===== config.mk =====
export PLATFORM = sky130hd
export DESIGN_NAME = cut_resp_misr
export DESIGN_NICKNAME = d
export VERILOG_FILES = /design/src/rtl/cut_misr_pkg.sv /design/src/rtl/cut_misr_step.sv /design/src/rtl/cut_resp_misr.sv
export SDC_FILE = /design/constraint.sdc
export NUM_CORES = 1
export LEC_CHECK = 0
export BUFFER_PORTS_ARGS = -buffer_cell sky130_fd_sc_hd__clkbuf_2
export CAP_MARGIN = 20
export CORE_ASPECT_RATIO = 0.75
export CORE_MARGIN = 2
export CORE_UTILIZATION = 45
export CTS_CLUSTER_SIZE = 30
export DETAILED_ROUTE_END_ITERATION = 12
export PLACE_DENSITY = 0.78
export SETUP_SLACK_MARGIN = 0.5
export SLEW_MARGIN = 20
export SYNTH_ARGS = -nofsm -noshare
export SYNTH_HDL_FRONTEND = slang
export SYNTH_SLANG_ARGS = --single-unit

===== constraint.sdc =====
create_clock -name clk -period 3.4 [get_ports clk]
set_input_delay 0.51 -clock clk [delete_from_list [all_inputs] [get_ports clk]]
set_output_delay 0.51 -clock clk [all_outputs]
set_load 0.03 [all_outputs]

===== src/rtl/cut_misr_pkg.sv =====
// cut_misr_pkg: shared types, default constants and width check for the response MISR
package cut_misr_pkg;

    typedef enum logic [1:0] {IDLE, RUN, DONE} misr_state_t;

    localparam logic [31:0] MISR_POLY = 32'h04C11DB7;
    localparam logic [31:0] MISR_SEED = 32'hFFFFFFFF;

    // The response is zero-extended into the signature, so it must fit.
    function automatic bit misr_widths_ok(input int sig_w, input int resp_w);
        return sig_w >= resp_w;
    endfunction

endpackage


===== src/rtl/cut_misr_step.sv =====
// cut_misr_step: one combinational MISR step, next = galois_shift(sig) ^ zext(resp)
//   i_sig  : current signature
//   i_resp : response vector folded in this step
//   o_next : next signature
module cut_misr_step #(
    parameter int              RESP_W = 22,
    parameter int              SIG_W  = 32,
    parameter logic [SIG_W-1:0] POLY  = cut_misr_pkg::MISR_POLY
) (
    input  logic [SIG_W-1:0]  i_sig,
    input  logic [RESP_W-1:0] i_resp,
    output logic [SIG_W-1:0]  o_next
);

    assign o_next = {i_sig[SIG_W-2:0], 1'b0} ^ (i_sig[SIG_W-1] ? POLY : '0) ^ SIG_W'(i_resp);

endmodule


===== src/rtl/cut_resp_misr.sv =====
// cut_resp_misr: compacts a run of CUT response vectors into one MISR signature
//   clk, rst         : clock, synchronous active-high reset
//   i_start          : begins a run (ignored while busy), latches i_num_vectors
//   i_resp_*/o_resp_ready : response handshake, ready only while running
//   o_busy / o_done  : run in progress / final signature held
//   o_signature      : current MISR contents, o_vec_count: vectors accepted this run
//   i_expected/o_pass: golden compare, built only when CUT_MISR_COMPARE_EN is defined
module cut_resp_misr
    import cut_misr_pkg::*;
#(
    parameter int               RESP_W  = 22,
    parameter int               SIG_W   = 32,
    parameter logic [SIG_W-1:0] POLY    = MISR_POLY,
    parameter logic [SIG_W-1:0] SEED    = MISR_SEED,
    parameter int               COUNT_W = 16
) (
    input  logic               clk,
    input  logic               rst,
    input  logic               i_start,
    input  logic [COUNT_W-1:0] i_num_vectors,
    input  logic               i_resp_valid,
    output logic               o_resp_ready,
    input  logic [RESP_W-1:0]  i_resp_data,
    output logic               o_busy,
    output logic               o_done,
    output logic [SIG_W-1:0]   o_signature,
    output logic [COUNT_W-1:0] o_vec_count,
    input  logic [SIG_W-1:0]   i_expected,
    output logic               o_pass
);

    localparam bit W_OK = misr_widths_ok(SIG_W, RESP_W);

    if (!W_OK) begin : g_bad_width
        $error("cut_resp_misr: SIG_W must be >= RESP_W");
    end

    misr_state_t        r_state;
    logic [SIG_W-1:0]   r_sig;
    logic [COUNT_W-1:0] r_cnt;
    logic [COUNT_W-1:0] r_num;
    logic [SIG_W-1:0]   w_next;
    logic [COUNT_W-1:0] w_cnt_inc;
    logic               w_accept;
    logic               w_start;

    cut_misr_step #(.RESP_W(RESP_W), .SIG_W(SIG_W), .POLY(POLY)) u_step (
        .i_sig  (r_sig),
        .i_resp (i_resp_data),
        .o_next (w_next)
    );

    assign w_accept  = i_resp_valid & (r_state == RUN);
    assign w_start   = i_start & (r_state != RUN);
    assign w_cnt_inc = r_cnt + 1'b1;

    always_ff @(posedge clk) begin
        if (rst) begin
            r_state <= IDLE;
            r_sig   <= SEED;
            r_cnt   <= '0;
            r_num   <= '0;
        end else if (w_start) begin
            r_state <= (i_num_vectors == '0) ? DONE : RUN;
            r_sig   <= SEED;
            r_cnt   <= '0;
            r_num   <= i_num_vectors;
        end else if (w_accept) begin
            r_sig <= w_next;
            r_cnt <= w_cnt_inc;
            if (w_cnt_inc == r_num)
                r_state <= DONE;
        end
    end

    assign o_resp_ready = (r_state == RUN);
    assign o_busy       = (r_state == RUN);
    assign o_done       = (r_state == DONE);
    assign o_signature  = r_sig;
    assign o_vec_count  = r_cnt;

`ifdef CUT_MISR_COMPARE_EN
    logic r_pass;

    // A start leaving DONE clears pass so it never shows high outside DONE.
    always_ff @(posedge clk) begin
        if (rst)
            r_pass <= 1'b0;
        else
            r_pass <= (r_state == DONE) & ~i_start & (r_sig == i_expected);
    end

    assign o_pass = r_pass;
`else
    logic w_unused_expected;

    assign w_unused_expected = ^i_expected;
    assign o_pass            = 1'b0;
`endif

endmodule

==> impl_metrics.json, run 1 <==
{
  "status": "completed",
  "max_slew_margin_pct": 32.71,
  "drive_above_1_share_pct": 25.21,
  "row_count": 27,
  "finalNonFillerCells": 585,
  "remaining_drc_errors": 0,
  "final_antenna_net_count": 0,
  "synth_largest_area_cell": "dfxtp_1",
  "nets": 554,
  "path_cells": "ha_1, nand4_4, or2_1, or4_4, a2111oi_4, a21oi_1",
  "grt_pass1_wl_um": 12860,
  "synthesis.area_mm2": 0.003373,
  "regToRegStartpoint": "o_vec_count[0]",
  "fin_crit_sh_pct": 78.91,
  "p_leak_nw": 1.684,
  "cts_root_buf": "clkbuf_8",
  "cts_buffers": 9,
  "drv_slew": 0,
  "ys_warn_count": 0,
  "gp_congestion": 0.9466,
  "worst_pin_slew_ns": 1.006,
  "cp.required_ns": 3.60,
  "crit_fanout": 8,
  "clock_sinks": 66,
  "insertedDiodeCount": 0,
  "io_pins": 126,
  "rsz0062_at_grt": "false",
  "die_area_mm2": 0.008212,
  "dp.cells": 569,
  "track_usage_pct": 19.47,
  "cts_buffer_depth": 2,
  "whs_path_depth": 3,
  "start_util_pct": 46.23,
  "slowest_stage": "or4_4",
  "nFillCells": 695,
  "drt_iter0_drc": 113,
  "coreArea_mm2": 0.007297,
  "power_frac_seq_pct": 46.0,
  "power.density_mw_per_mm2": 450.5,
  "clkTransAtPathRegs_ns": 0.08,
  "grt_max_degree": 67,
  "ys_seq_elements": 66,
  "ir_drop_v": 0.0002212,
  "syn-mean-instance-area_um2": 8.268,
  "period_needed_ns": 2.683,
  "syn-num-nets": 483,
  "synth_top_area_share_pct": 39.17,
  "crit_arrival_ns": 2.88,
  "grt_pass1_vias": 2701,
  "crit_path_end_kind": "flop",
  "maxCapViolations": 0,
  "cts_tree": "done",
  "switching_power_mw": 0.4892,
  "synth_flop_cell": "dfxtp_1",
  "ys_top_cells_by_area": "dfxtp_1 39%, xnor2_1 13%, nand2_1 9.7%",
  "syn_to_final_growth_pct": 18.95,
  "synthCells": 408,
  "min_to": "r_num[12]",
  "worstSetupPathType": "reg -> reg",
  "hold_start": "i_num_vectors[12]",
  "die_x_um": 104.0,
  "finClkSkew_ns": 0.01067,
  "vias": 2979,
  "fin_tns_setup_ns": 0,
  "antenna_found_initial": 0,
  "power_mw": 1.808,
  "clockPowerShare_pct": 40.4,
  "synth_cell_types": 43,
  "crit_buf_inv": 0,
  "ys_seq_area_share_pct": 39.17,
  "setup_viol": 0,
  "io_buffers": 92,
  "synth-async-reset-ratio_pct": 0,
  "drt-pass1-iter-count": 4,
  "avgViaCountPerCell": 5.092,
  "cp-start-kind": "flop",
  "fmax_ghz": 0.3727,
  "sw_frac_of_total_pct": 27.06,
  "wirelength_um": 7913,
  "h-tree-depth": 3,
  "combinationalPowerShare_pct": 13.6,
  "r2r_setup_slack_ns": 0.72,
  "avgRoutedWirePerCell_um": 13.53,
  "critPathTopFamily": "simple AND/OR/NAND/NOR gates",
  "die_y_um": 78.98,
  "internal_power_mw": 1.318,
  "synthTopCellsByCount": "87 x nand2_1, 66 x dfxtp_1, 49 x xnor2_1",
  "rr_endpoint": "r_state[0]",
  "finalHoldViolCount": 0,
  "cp_slowest_stage_delay_ns": 0.55,
  "min_path_type": "in -> reg",
  "insertion_delay_ns": 0.33,
  "grt-ovfl-total": 0,
  "yosysMostFrequentCell": "nand2_1",
  "synth_edf_count": 0,
  "ff2ff_path_depth": 6,
  "hpwlAfterDp_um": 5763
}
-- worst register-to-register path, stage by stage, from the launching register on --
cell,delay (ns)
dfxtp_1,0.53
ha_1,0.43
nand4_4,0.16
or2_1,0.34
or4_4,0.55
a2111oi_4,0.43
a21oi_1,0.12
-- layer usage --
layer	track usage (%)	part of all wire [%]	vias up
met5	0	0	-
met4	7.027	0.90	0
met3	5.501	7.6	6
met2	30.39	45	97
met1	25.89	47	1372
li1	-	-	1504
-- per-stage QoR --
stage	util [%]	instance area [um2]	hold slack [ns]	setup slack, ns
2_1_floorplan	-	3373	0.4478	0.9120
3_3_place_gp	51.73	3775	0.4676	0.7199
3_5_place_dp	51.73	3775	0.4785	0.6171
4_1_cts	54.80	3999	0.3916	0.6112
5_1_grt	54.99	4013	0.3978	0.6253
6_report	54.99	4013	0.4019	0.7169
-- final cells by class --
cell class	instances	area (um2)	share of cell area [%]
sequential	66	1321	32.93
tap	101	126.4	3.149
multi-input combinational	300	1828	45.56
clock buffer	9	123.9	3.087
timing repair buffer	96	490.5	12.22
clock inverter	7	100.1	2.495
inverter	6	22.52	0.5613
-- state kept, by name, summed over array words and instances (netlist names) --
signal,cells
o_vec_count,16
o_signature,32
r_num,16
r_state,2
-- timing repair --
action / 4_1_cts / 5_1_grt
hold buffers: 0 / 0
buffers inserted: 0 / 0
endpoints found under the setup margin: 0 / 2
gates resized for setup: 0 / 2
-- worst max path at each step --
| stage | from | end | depth (start not counted) |
|---|---|---|---|
| 4_1_cts | o_vec_count[0] | r_state[0] | 7 |
| 2_1_floorplan | o_vec_count[0] | r_state[1] | 8 |
| 3_5_place_dp | o_vec_count[0] | r_state[0] | 7 |
| 6_report | o_vec_count[0] | r_state[0] | 6 |
| 5_1_grt | o_vec_count[0] | r_state[0] | 7 |
| 3_3_place_gp | o_vec_count[0] | r_state[1] | 7 |
-- cells by family after synthesis --
kind of cell | count (synthesis) | share of synthesized area [%]
compound gates | 61 | 12.17
xor+xnor | 69 | 17.92
fa+ha+maj | 1 | 0.3709
buf+inv | 42 | 7.195
flops | 66 | 39.17
mux | 1 | 0.3338
other cells | 1 | 0.1112
simple gates | 167 | 22.74
-- layout by cell type (no fill, tap or decap), drive strengths merged, types with 2 or more instances in the layout --
| cell | n |
|---|---|
| and2 | 2 |
| clkbuf | 101 |
| nor4 | 8 |
| nand3 | 17 |
| bufinv | 2 |
| o21ai | 3 |
| dfxtp | 66 |
| nand2b | 2 |
| xnor2 | 49 |
| clkinv | 3 |
| and4 | 2 |
| nor3 | 8 |
| nand2 | 88 |
| nand4 | 5 |
| or3 | 4 |
| buf | 4 |
| xor2 | 20 |
| a21oi | 23 |
| a2111oi | 2 |
| inv | 8 |
| o211ai | 26 |
| nor2b | 2 |
| nor2 | 25 |
-- power groups by stage --
stage	clock (mW)	combinational, mW	sequential (mW)
6_report	0.731	0.246	0.831
5_1_grt	0.785	0.272	0.834
4_1_cts	0.749	0.244	0.830
3_5_place_dp	0	0.243	0.848
3_3_place_gp	0	0.238	0.847
2_1_floorplan	0	0.152	0.868
Note: power is estimated with default switching activity, not from simulation.
==> run 2, diff against run 1 <==
==> constraint.sdc (replaced) <==
create_clock -name clk -period 2.8 [get_ports clk]
set_input_delay 0.42 -clock clk [delete_from_list [all_inputs] [get_ports clk]]
set_output_delay 0.42 -clock clk [all_outputs]
set_load 0.03 [all_outputs]
==> impl_metrics.json, run 2 (same netlist as run 1, synthesis figures left out) <==
{
  "rsz0062_at_grt": "false",
  "drt_iter0_drc": 132,
  "hold_start": "i_num_vectors[5]",
  "io_pins": 126,
  "row_count": 27,
  "top_layer": "met4",
  "cp.required_ns": 3.09,
  "start_util_pct": 46.23,
  "drv_slew": 0,
  "crit_fanout": 7,
  "finalHoldViolCount": 0,
  "final_antenna_net_count": 0,
  "h-tree-depth": 3,
  "die_y_um": 78.98,
  "worst_pin_slew_ns": 0.6614,
  "gp_congestion": 0.9587,
  "cts_root_buf": "clkbuf_8",
  "die_area_mm2": 0.008212,
  "regToRegStartpoint": "o_vec_count[1]",
  "io_buffers": 92,
  "avgRoutedWirePerCell_um": 13.91,
  "hpwlAfterDp_um": 6057,
  "setup_viol": 0,
  "insertion_delay_ns": 0.34,
  "met1_length_um": 4017,
  "insertedDiodeCount": 0,
  "crit_arrival_ns": 2.51,
  "ir_drop_v": 0.0002356,
  "postCtsHoldBufs": 0,
  "drt-pass1-iter-count": 4,
  "grt_pass1_vias": 2760,
  "grt_max_degree": 58,
  "wirelength_um": 8219,
  "crit_path_start": "o_vec_count[1]",
  "clkTransAtPathRegs_ns": 0.08,
  "remaining_drc_errors": 0,
  "grt-ovfl-total": 0,
  "finClkSkew_ns": 0.01035,
  "drive_above_1_share_pct": 27.76,
  "cts_buffers": 9,
  "largest_reg_flops": 32,
  "whs_path_depth": 3,
  "met2RoutedLength_um": 3611,
  "nFillCells": 719,
  "power.density_mw_per_mm2": 509.4,
  "die_x_um": 104.0,
  "fin_crit_sh_pct": 79.46,
  "cts_tree": "done",
  "clock_sinks": 66,
  "antenna_found_initial": 0,
  "ff2ff_path_depth": 6,
  "nets": 561,
  "status": "completed",
  "layout_common_cells": "92 x clkbuf_2, 86 x nand2_1, 61 x dfxtp_1, 49 x xnor2_1, 26 x o211ai_1",
  "worstSetupPathType": "reg -> reg",
  "fin_tns_setup_ns": 0,
  "r2r_setup_slack_ns": 0.58,
  "avgViaCountPerCell": 5.068,
  "maxCapViolations": 0,
  "syn_to_final_growth_pct": 20.33,
  "coreArea_mm2": 0.007297,
  "final_common_cell": "clkbuf_2",
  "crit_path_end_kind": "flop",
  "grt_pass1_wl_um": 13450,
  "cts_buffer_depth": 2,
  "cp-start-kind": "flop",
  "min_path_type": "in -> reg",
  "p_leak_nw": 1.697,
  "rr_endpoint": "r_state[1]",
  "utilization_pct": 55.62,
  "vias": 2995,
  "route.met3.wl_um": 432,
  "max_slew_margin_pct": 55.91,
  "min_to": "r_num[5]",
  "track_usage_pct": 20.49,
  "fmax_ghz": 0.4494,
  "period_needed_ns": 2.225
}
==> run 2: cell count changes in the layout (fill, tap and decap cells not counted), sizes merged <==
cell,change
bufinv,-2
clkinv,-1
clkinvlp,+2
inv,-1
buf,+7
clkbuf,+1
==> run 2: routing by layer <==
layer	global-route usage (%)	vias to the layer above
li1	-	1529
met1	28.94	1361
met2	29.21	87
met3	5.501	18
met4	9.054	0
met5	0	-
==> run 2: timing repair <==
item	4_1_cts	5_1_grt
setup buffers	1	1
gates resized for setup	5	6
pin swaps	3	5
setup endpoints to repair	2	2
==> run 2: layout make-up <==
cell class                      instances  area (um2)  area share, %
Timing Repair Buffer                  103       543.0          13.38
Clock buffer                           10       148.9          3.668
Inverter                                6       22.52         0.5549
Tap cell                              101       126.4          3.113
Clock inverter                          5       37.54         0.9248
Multi-Input combinational cell        300        1848          45.53
Sequential cell                        66        1333          32.83
==> run 2: per-stage QoR <==
stage	cell area (um2)	total power, mW	instances	hold WS, ns	setup WS (ns)
after global routing	4059	2.166	591	0.3089	0.5159
after CTS	4033	2.095	590	0.2944	0.5117
after floorplan	3378	1.238	408	0.4478	0.5109
final	4059	2.068	591	0.3106	0.5750
after global placement	3817	1.320	574	0.4556	0.4060
after detailed placement	3817	1.329	574	0.4766	0.3502
==> run 2: worst max-delay path by stage <==
stage	endpoint	slack, ns	depth (start not counted)
floorplan	r_state[1]	0.51	8
global placement	r_state[0]	0.41	9
detailed placement	r_state[0]	0.35	6
CTS	r_state[1]	0.51	5
global route	r_state[1]	0.52	6
finish	r_state[1]	0.58	6
==> run 2: critical path, cell delays in order (launching register included) <==
cell and delay (ns):
dfxtp_4 0.39, ha_4 0.15, nand4_4 0.12, or2_4 0.28, or4_4 0.52, a2111oi_4 0.50, a31o_1 0.21
==> run 2: power breakdown <==
part	internal (mW)	total, mW	switching, mW
sequential	0.973	1.01	0.0335
clock	0.373	0.754	0.381
combinational	0.122	0.307	0.185
